<file path="config.mk">
export PLATFORM = sky130hd
export DESIGN_NAME = cordic_vectoring_iter
export DESIGN_NICKNAME = d
export VERILOG_FILES = /design/src/rtl/cordic_pkg.sv /design/src/rtl/atan_table.sv /design/src/rtl/cordic_vectoring_iter.sv
export SDC_FILE = /design/constraint.sdc
export NUM_CORES = 1
export LEC_CHECK = 0
export ABC_AREA = 1
export CAP_MARGIN = 20
export CORE_AREA = 2 2 128 161
export CTS_CLUSTER_DIAMETER = 200
export DETAILED_ROUTE_END_ITERATION = 8
export DIE_AREA = 0 0 130 163
export HOLD_SLACK_MARGIN = 0.1
export PLACE_DENSITY = 0.71
export SYNTH_ARGS = -nofsm -noshare
export SYNTH_HDL_FRONTEND = slang
export SYNTH_HIERARCHICAL = 1
export SYNTH_SLANG_ARGS = --single-unit
export TNS_END_PERCENT = 10
</file>
<file path="constraint.sdc">
create_clock -name clk -period 4.36 [get_ports clk]
set_input_delay 0.654 -clock clk [delete_from_list [all_inputs] [get_ports clk]]
set_output_delay 0.654 -clock clk [all_outputs]
set_load 0.02 [all_outputs]
</file>
<file path="src/rtl/cordic_pkg.sv">
// Shared constants and state encoding for the CORDIC vectoring core.
// Angles are Q2.14 radians (2^14 = 1 rad).
package cordic_pkg;

    localparam int ANGLE_FRAC  = 14;
    localparam int PI          = 51472;
    localparam int PI_2        = 25736;
    localparam int CORDIC_GAIN = 26981;
    localparam int ATAN_DEPTH  = 14;

    typedef enum logic [1:0] {
        IDLE = 2'd0,
        ITER = 2'd1,
        DONE = 2'd2
    } state_t;

endpackage

</file>
<file path="src/rtl/atan_table.sv">
// Arctangent lookup: step i -> round(atan(2^-i) * 2^14).
// Indices past the table depth return zero.
module atan_table
    import cordic_pkg::*;
#(
    parameter int AW = 4,
    parameter int ZW = 18
) (
    input  logic [AW-1:0]        step,
    output logic signed [ZW-1:0] value
);

    always_comb begin
        value = '0;
        case (int'(step))
            0:       value = ZW'(12868);
            1:       value = ZW'(7596);
            2:       value = ZW'(4014);
            3:       value = ZW'(2037);
            4:       value = ZW'(1023);
            5:       value = ZW'(512);
            6:       value = ZW'(256);
            7:       value = ZW'(128);
            8:       value = ZW'(64);
            9:       value = ZW'(32);
            10:      value = ZW'(16);
            11:      value = ZW'(8);
            12:      value = ZW'(4);
            13:      value = ZW'(2);
            default: value = '0;
        endcase
    end

endmodule

</file>
<file path="src/rtl/cordic_vectoring_iter.sv">
// Iterative vectoring-mode CORDIC: one micro-rotation per clock, returns
// atan2(y,x) in Q2.14 radians and the gain-scaled magnitude.
module cordic_vectoring_iter
    import cordic_pkg::*;
#(
    parameter int BITS  = 16,
    parameter int STEPS = 14
) (
    input  logic                 clk,
    input  logic                 rst_n,
    input  logic                 in_valid,
    output logic                 in_ready,
    input  logic signed [BITS:0] x_in,
    input  logic signed [BITS:0] y_in,
    output logic                 out_valid,
    input  logic                 out_ready,
    output logic signed [BITS:0] angle,
    output logic [BITS+1:0]      magnitude
);

    localparam int XW = BITS + 3;
    localparam int ZW = BITS + 2;
    localparam int CW = $clog2(STEPS);

    state_t                 state_reg;
    logic signed [XW-1:0]   x_reg;
    logic signed [XW-1:0]   y_reg;
    logic signed [ZW-1:0]   z_reg;
    logic [CW-1:0]          iter_reg;
    logic                   zero_reg;
    logic                   out_valid_reg;
    logic signed [BITS:0]   angle_reg;
    logic [BITS+1:0]        mag_reg;

    logic signed [XW-1:0]   x_ext;
    logic signed [XW-1:0]   y_ext;
    logic signed [XW-1:0]   x_pre;
    logic signed [XW-1:0]   y_pre;
    logic signed [ZW-1:0]   z_pre;
    logic signed [XW-1:0]   x_sh;
    logic signed [XW-1:0]   y_sh;
    logic signed [ZW-1:0]   atan_val;

    assign x_ext = {{2{x_in[BITS]}}, x_in};
    assign y_ext = {{2{y_in[BITS]}}, y_in};

    // Fold left-half-plane vectors by +-90 degrees so the iterations only
    // have to cover |phase| <= pi/2.
    always_comb begin
        x_pre = x_ext;
        y_pre = y_ext;
        z_pre = '0;
        if (x_in[BITS]) begin
            if (!y_in[BITS]) begin
                x_pre = y_ext;
                y_pre = -x_ext;
                z_pre = ZW'(PI_2);
            end else begin
                x_pre = -y_ext;
                y_pre = x_ext;
                z_pre = ZW'(-PI_2);
            end
        end
    end

    assign x_sh = x_reg >>> iter_reg;
    assign y_sh = y_reg >>> iter_reg;

    atan_table #(
        .AW (CW),
        .ZW (ZW)
    ) u_atan_table (
        .step  (iter_reg),
        .value (atan_val)
    );

    always_ff @(posedge clk) begin
        if (!rst_n) begin
            state_reg     <= IDLE;
            x_reg         <= '0;
            y_reg         <= '0;
            z_reg         <= '0;
            iter_reg      <= '0;
            zero_reg      <= 1'b0;
            out_valid_reg <= 1'b0;
            angle_reg     <= '0;
            mag_reg       <= '0;
        end else begin
            case (state_reg)
                IDLE: begin
                    if (in_valid) begin
                        x_reg     <= x_pre;
                        y_reg     <= y_pre;
                        z_reg     <= z_pre;
                        iter_reg  <= '0;
                        zero_reg  <= (x_in == '0) && (y_in == '0);
                        state_reg <= ITER;
                    end
                end
                ITER: begin
                    // Drive y toward zero; z accumulates the rotation applied.
                    if (!y_reg[XW-1]) begin
                        x_reg <= x_reg + y_sh;
                        y_reg <= y_reg - x_sh;
                        z_reg <= z_reg + atan_val;
                    end else begin
                        x_reg <= x_reg - y_sh;
                        y_reg <= y_reg + x_sh;
                        z_reg <= z_reg - atan_val;
                    end
                    iter_reg <= iter_reg + 1'b1;
                    if (iter_reg == CW'(STEPS - 1)) begin
                        state_reg <= DONE;
                    end
                end
                DONE: begin
                    if (!out_valid_reg) begin
                        angle_reg     <= zero_reg ? '0 : z_reg[BITS:0];
                        mag_reg       <= x_reg[BITS+1:0];
                        out_valid_reg <= 1'b1;
                    end else if (out_ready) begin
                        out_valid_reg <= 1'b0;
                        state_reg     <= IDLE;
                    end
                end
                default: state_reg <= IDLE;
            endcase
        end
    end

    assign in_ready  = (state_reg == IDLE);
    assign out_valid = out_valid_reg;
    assign angle     = angle_reg;
    assign magnitude = mag_reg;

endmodule

</file>
* After elaboration in Yosys (flattened, before gate mapping)
Memories as Yosys holds them, arrays and structs flattened. A register that Yosys moved wholly into a read port is not among the register bits.
Cells that the tools add are included.
** Operators by class
- Add/subtract/negate cells :: 9
- Shift-type cells :: 2
- Div/mod/pow operators :: 0
- Eq/ne operators :: 7
- Bitwise logic cells :: 1
- $lt $le $gt $ge :: 0
- $mul :: 0
- Reductions and logical operators :: 9
- Mux-type cells :: 27
** Operator list (number)
- 19-bit 2-to-1 mux :: 8
- 19-bit one-hot mux with 2 select lines :: 2
- 18-bit 2-to-1 mux :: 4
- 19-bit adder :: 2
- 17-bit negation with 19-bit output :: 2
- 19-bit by 4-bit >>> shifter with 19-bit output :: 2
- 19-bit subtractor :: 2
- 18-bit one-hot mux with 2 select lines :: 1
- 17-bit logical NOT :: 2
- 18-bit adder :: 1
- 18-bit subtractor :: 1
- 17-bit 2-to-1 mux :: 1
- 4-bit 2-to-1 mux :: 3
- 2-bit 2-to-1 mux :: 4
- 2-bit inequality test, second input constant :: 4
- 4-bit one-hot mux with 2 select lines :: 1
- 2-bit one-hot mux with 3 select lines :: 1
- 2-bit AND reduction :: 3
- 4-bit by 1-bit adder with 4-bit output, second input constant :: 1
- 4-bit equality test, second input constant :: 1
- 4-bit AND reduction :: 1
- 2-bit by 1-bit equality test with 1-bit output, second input constant :: 1
- 2-bit equality test, second input constant :: 1
- 2-bit logical NOT :: 1
- other kinds (4) :: 5
** Storage, ports and cells
- ROM bits :: 224
- Logic and storage cells :: 65
- Memories kept :: 1
- Register bits :: 99
- Latch bits :: 0
- RAM bits :: 0
** Memory list
- (no name shown) :: words 16, width 14, read ports 1, clocked after memory_dff 1, wr ports 0, RTL line atan_table.sv:15 : case (int'(step))

* Depth between registers and ports, before layout
- Depth in word-level cells :: 5
- Depth in mapped cells :: 31

* Hierarchy
Netlist, hierarchy kept.
** By module, submodules not included
- cordic_vectoring_iter :: area an instance 10318.6 µm², cells each 1712, instances 1
- atan_table :: area an instance 339.1 µm², cells each 60, instances 1

* Worst setup path before layout
Ideal clock, no wire load.
- Kind :: flip-flop to flip-flop
- Start :: register iter_reg[0]
- End :: register y_reg[18]
- Period minus slack after synthesis :: 3.656 ns
- Data arrival time :: 3.524 ns
- Cell stages (with the launch flop) :: 27
- Buffers on the path :: 2
- Setup slack :: 0.704 ns
- Cell sequence :: dfxtp_1 > buf_6 > inv_6 > buf_6 > nand2_2 > nand3_1 > nand3_1 > nand2_1 > inv_1 > o21ai_1 > inv_1 > ha_1 > nand3_2 > nor2_4 > nand2_1 > o21ai_2 > nand2_1 > xnor2_1 > inv_1 > ha_1 > inv_1 > nor3_1 > nand2_1 > o311ai_0 > nand3_1 > nand3_1 > a21oi_1
** On the way
- Longest elaborated chain between the ends :: 4
** Ends and longest elaborated chain
- from (decl) :: RTL line cordic_vectoring_iter.sv:29 : logic [CW-1:0] iter_reg;
- from (signal assigned) :: RTL line cordic_vectoring_iter.sv:111 : iter_reg <= iter_reg + 1'b1;
- 19-bit by 4-bit >>> shifter with 19-bit output (*) :: RTL line cordic_vectoring_iter.sv:66 : assign x_sh = x_reg >>> iter_reg;
- 19-bit subtractor / 19-bit adder (equally long branches) :: RTL line cordic_vectoring_iter.sv:104, cordic_vectoring_iter.sv:108
- 19-bit 2-to-1 mux (*) :: RTL line cordic_vectoring_iter.sv:102 : if (!y_reg[XW-1]) begin
- 19-bit one-hot mux with 2 select lines (*) :: RTL line cordic_vectoring_iter.sv:89 : case (state_reg)
- to (signal assigned) :: RTL line cordic_vectoring_iter.sv:93 : y_reg <= y_pre;
- to (signal assigned) :: RTL line cordic_vectoring_iter.sv:104 : y_reg <= y_reg - x_sh;
- to (signal assigned) :: RTL line cordic_vectoring_iter.sv:108 : y_reg <= y_reg + x_sh;
- to (decl) :: RTL line cordic_vectoring_iter.sv:27 : logic signed [XW-1:0] y_reg;
Every way passes the cells marked *; elsewhere a longest branch is shown, timed or not.
A chain may end at the register's enable or synchronous reset.

* Final worst setup path
- Start :: register iter_reg[1]
- End :: register y_reg[16]
Same word-level chain as after synthesis.

==> results.json <==
{
  "status": "finished clean",
  "total_power_uw": 4840,
  "die_area_sq_um": 21200,
  "cts_tree": "done",
  "n_fill_cell": 2015,
  "dp_hpwl_mm": 28.6,
  "gr-total-overflow": 0,
  "fmax_mhz": 248,
  "arrival_ps": 4300,
  "grt_first_pass_wirelength_mm": 57.1,
  "cts-htree-levels": 3,
  "vias": 12155,
  "final_util": 0.604,
  "worstHoldPathType": "reg2reg",
  "power_density_nw_per_um2": 405,
  "num_antenna_cells": 0,
  "hold_viol": 0,
  "clockBufferDepth": 2,
  "worstHoldPathCells": 2,
  "crit_start": "iter_reg[1]$_SDFFE_PN0P_",
  "grt_pass1_vias": 11160,
  "grt_max_degree": 71,
  "fin_skew_ps": 10.4,
  "final_cells": 2087,
  "drive_gt1_frac": 0.0638,
  "setup_viol": 0,
  "antenna_found_initial": 0,
  "post_drt_wl_per_cell_um": 17.5,
  "syn_avg_cell_area_sq_um": 6.01,
  "layout.cells.most_common_list": "427 x nand2_1, 210 x nand3_1, 186 x a21oi_1, 177 x inv_1, 143 x o21ai_0",
  "cp.required_ps": 4620,
  "cts_sinks": 98,
  "cts.clk_slew.worst_paths_ps": 80,
  "clkLatencyLatePin_ps": 360,
  "max_cap_viol_count": 0,
  "min_from": "magnitude[3]$_SDFFE_PN0P_",
  "first_pass_iters": 8,
  "worst_setup_path_start_kind": "flop",
  "io_pins": 75,
  "final_common_cell": "nand2_1",
  "ant_nets": 0,
  "cp_max_fo": 33,
  "synth_warnings": 6,
  "cts-root-buf": "clkbuf_16",
  "start_util": 0.538,
  "rows": 58,
  "syn_area_sq_um": 10700,
  "maxSlewViolCount": 0,
  "peakVddDrop_uv": 293,
  "path_class": "reg2reg",
  "final_area_sq_um": 12000,
  "relSlewSlack": 0.321,
  "drt_iter0_drc": 1034,
  "drc_errors": 0,
  "hold_slack_ps": 447,
  "syn2layout_area_growth_pct": 12.3,
  "tightest_slew_ps": 1020,
  "place_congestion": 1.03,
  "finalNetCount": 1923,
  "ff2ff_path_depth": 24,
  "core_area_sq_um": 19800,
  "placed_area_sq_um": 11600,
  "cts_buffers": 9,
  "via_per_inst": 5.82,
  "die_y_um": 163,
  "finalCriticalPeriod_ps": 4030,
  "crit_path_end_kind": "flop",
  "rsz0062_at_grt": "true",
  "routed_wl_mm": 36.6,
  "dpl.cell_count": 2069,
  "portBuffers": 74,
  "r2r_start": "iter_reg[1]$_SDFFE_PN0P_",
  "syn_inst": 1771,
  "period_share": 0.925,
  "power_leakage_uw": 0.00559,
  "die_x_um": 130,
  "track_usage": 0.345
}
metrics by stage:
stage / TNS (ps) / setup WS (ps)
after floorplan: 0 / 704
after global placement: 0 / 311
after detailed placement: 0 / 253
after CTS: 0 / 174
after global routing: -149 / -93.2
final: 0 / 328
critical path, stage by stage (launching register included):
cell and delay, ps:
dfxtp_1 320, buf_4 160, inv_6 200, nand3_1 250
nand3_1 160, nand3_1 140, nand2_1 150, inv_1 70
nor2_1 120, nand2_1 100, nor2_2 180, nand2_1 70
nand2_1 70, xor2_1 170, inv_1 80, ha_1 310
nand2_1 70, nor2_1 160, nand2_1 100, o211ai_1 320
a21oi_1 170, o21ai_0 220, xor2_1 100, o21ai_0 170
inv_1 50
area by class of cell:
cell class                 instances  area, sq um  share of cell area
clock inverter                     7         76.3             0.00638
clock buffer                       9          225              0.0188
sequential                        98         1970               0.164
timing repair buffer             117         1070              0.0899
tap                              270          338              0.0283
inverter                         189          719              0.0602
multi-input combinational       1397         7560               0.632
layer usage:
| metal | GRT usage | routed length, um | vias to the layer above |
|---|---|---|---|
| met4 | 0.195 | 2380 | 0 |
| met2 | 0.614 | 18200 | 411 |
| met1 | 0.392 | 14200 | 5619 |
| met3 | 0.0417 | 1810 | 103 |
| li1 | - | - | 6022 |
| met5 | 0 | 0 | - |
where the power goes:
part / total, uW / internal (uW) / switching [uW]
clock network: 854 / 411 / 443
registers: 1110 / 970 / 145
logic: 2880 / 1030 / 1850
total: 4840 / 2410 / 2430
worst paths after layout:
kind	to	slack (ps)
setup reg to reg	y_reg[16]$_SDFFE_PN0P_	330
hold / removal	magnitude[3]$_SDFFE_PN0P_	450
setup / recovery	y_reg[16]$_SDFFE_PN0P_	330
hold reg to reg	magnitude[3]$_SDFFE_PN0P_	450
timing repair:
action | in CTS | in global routing
setup buffers | 0 | 2
gates resized for setup | 0 | 14
endpoints found under the setup margin | 0 | 13
hold buffers | 0 | 0
(Power assumes the default switching activity.)
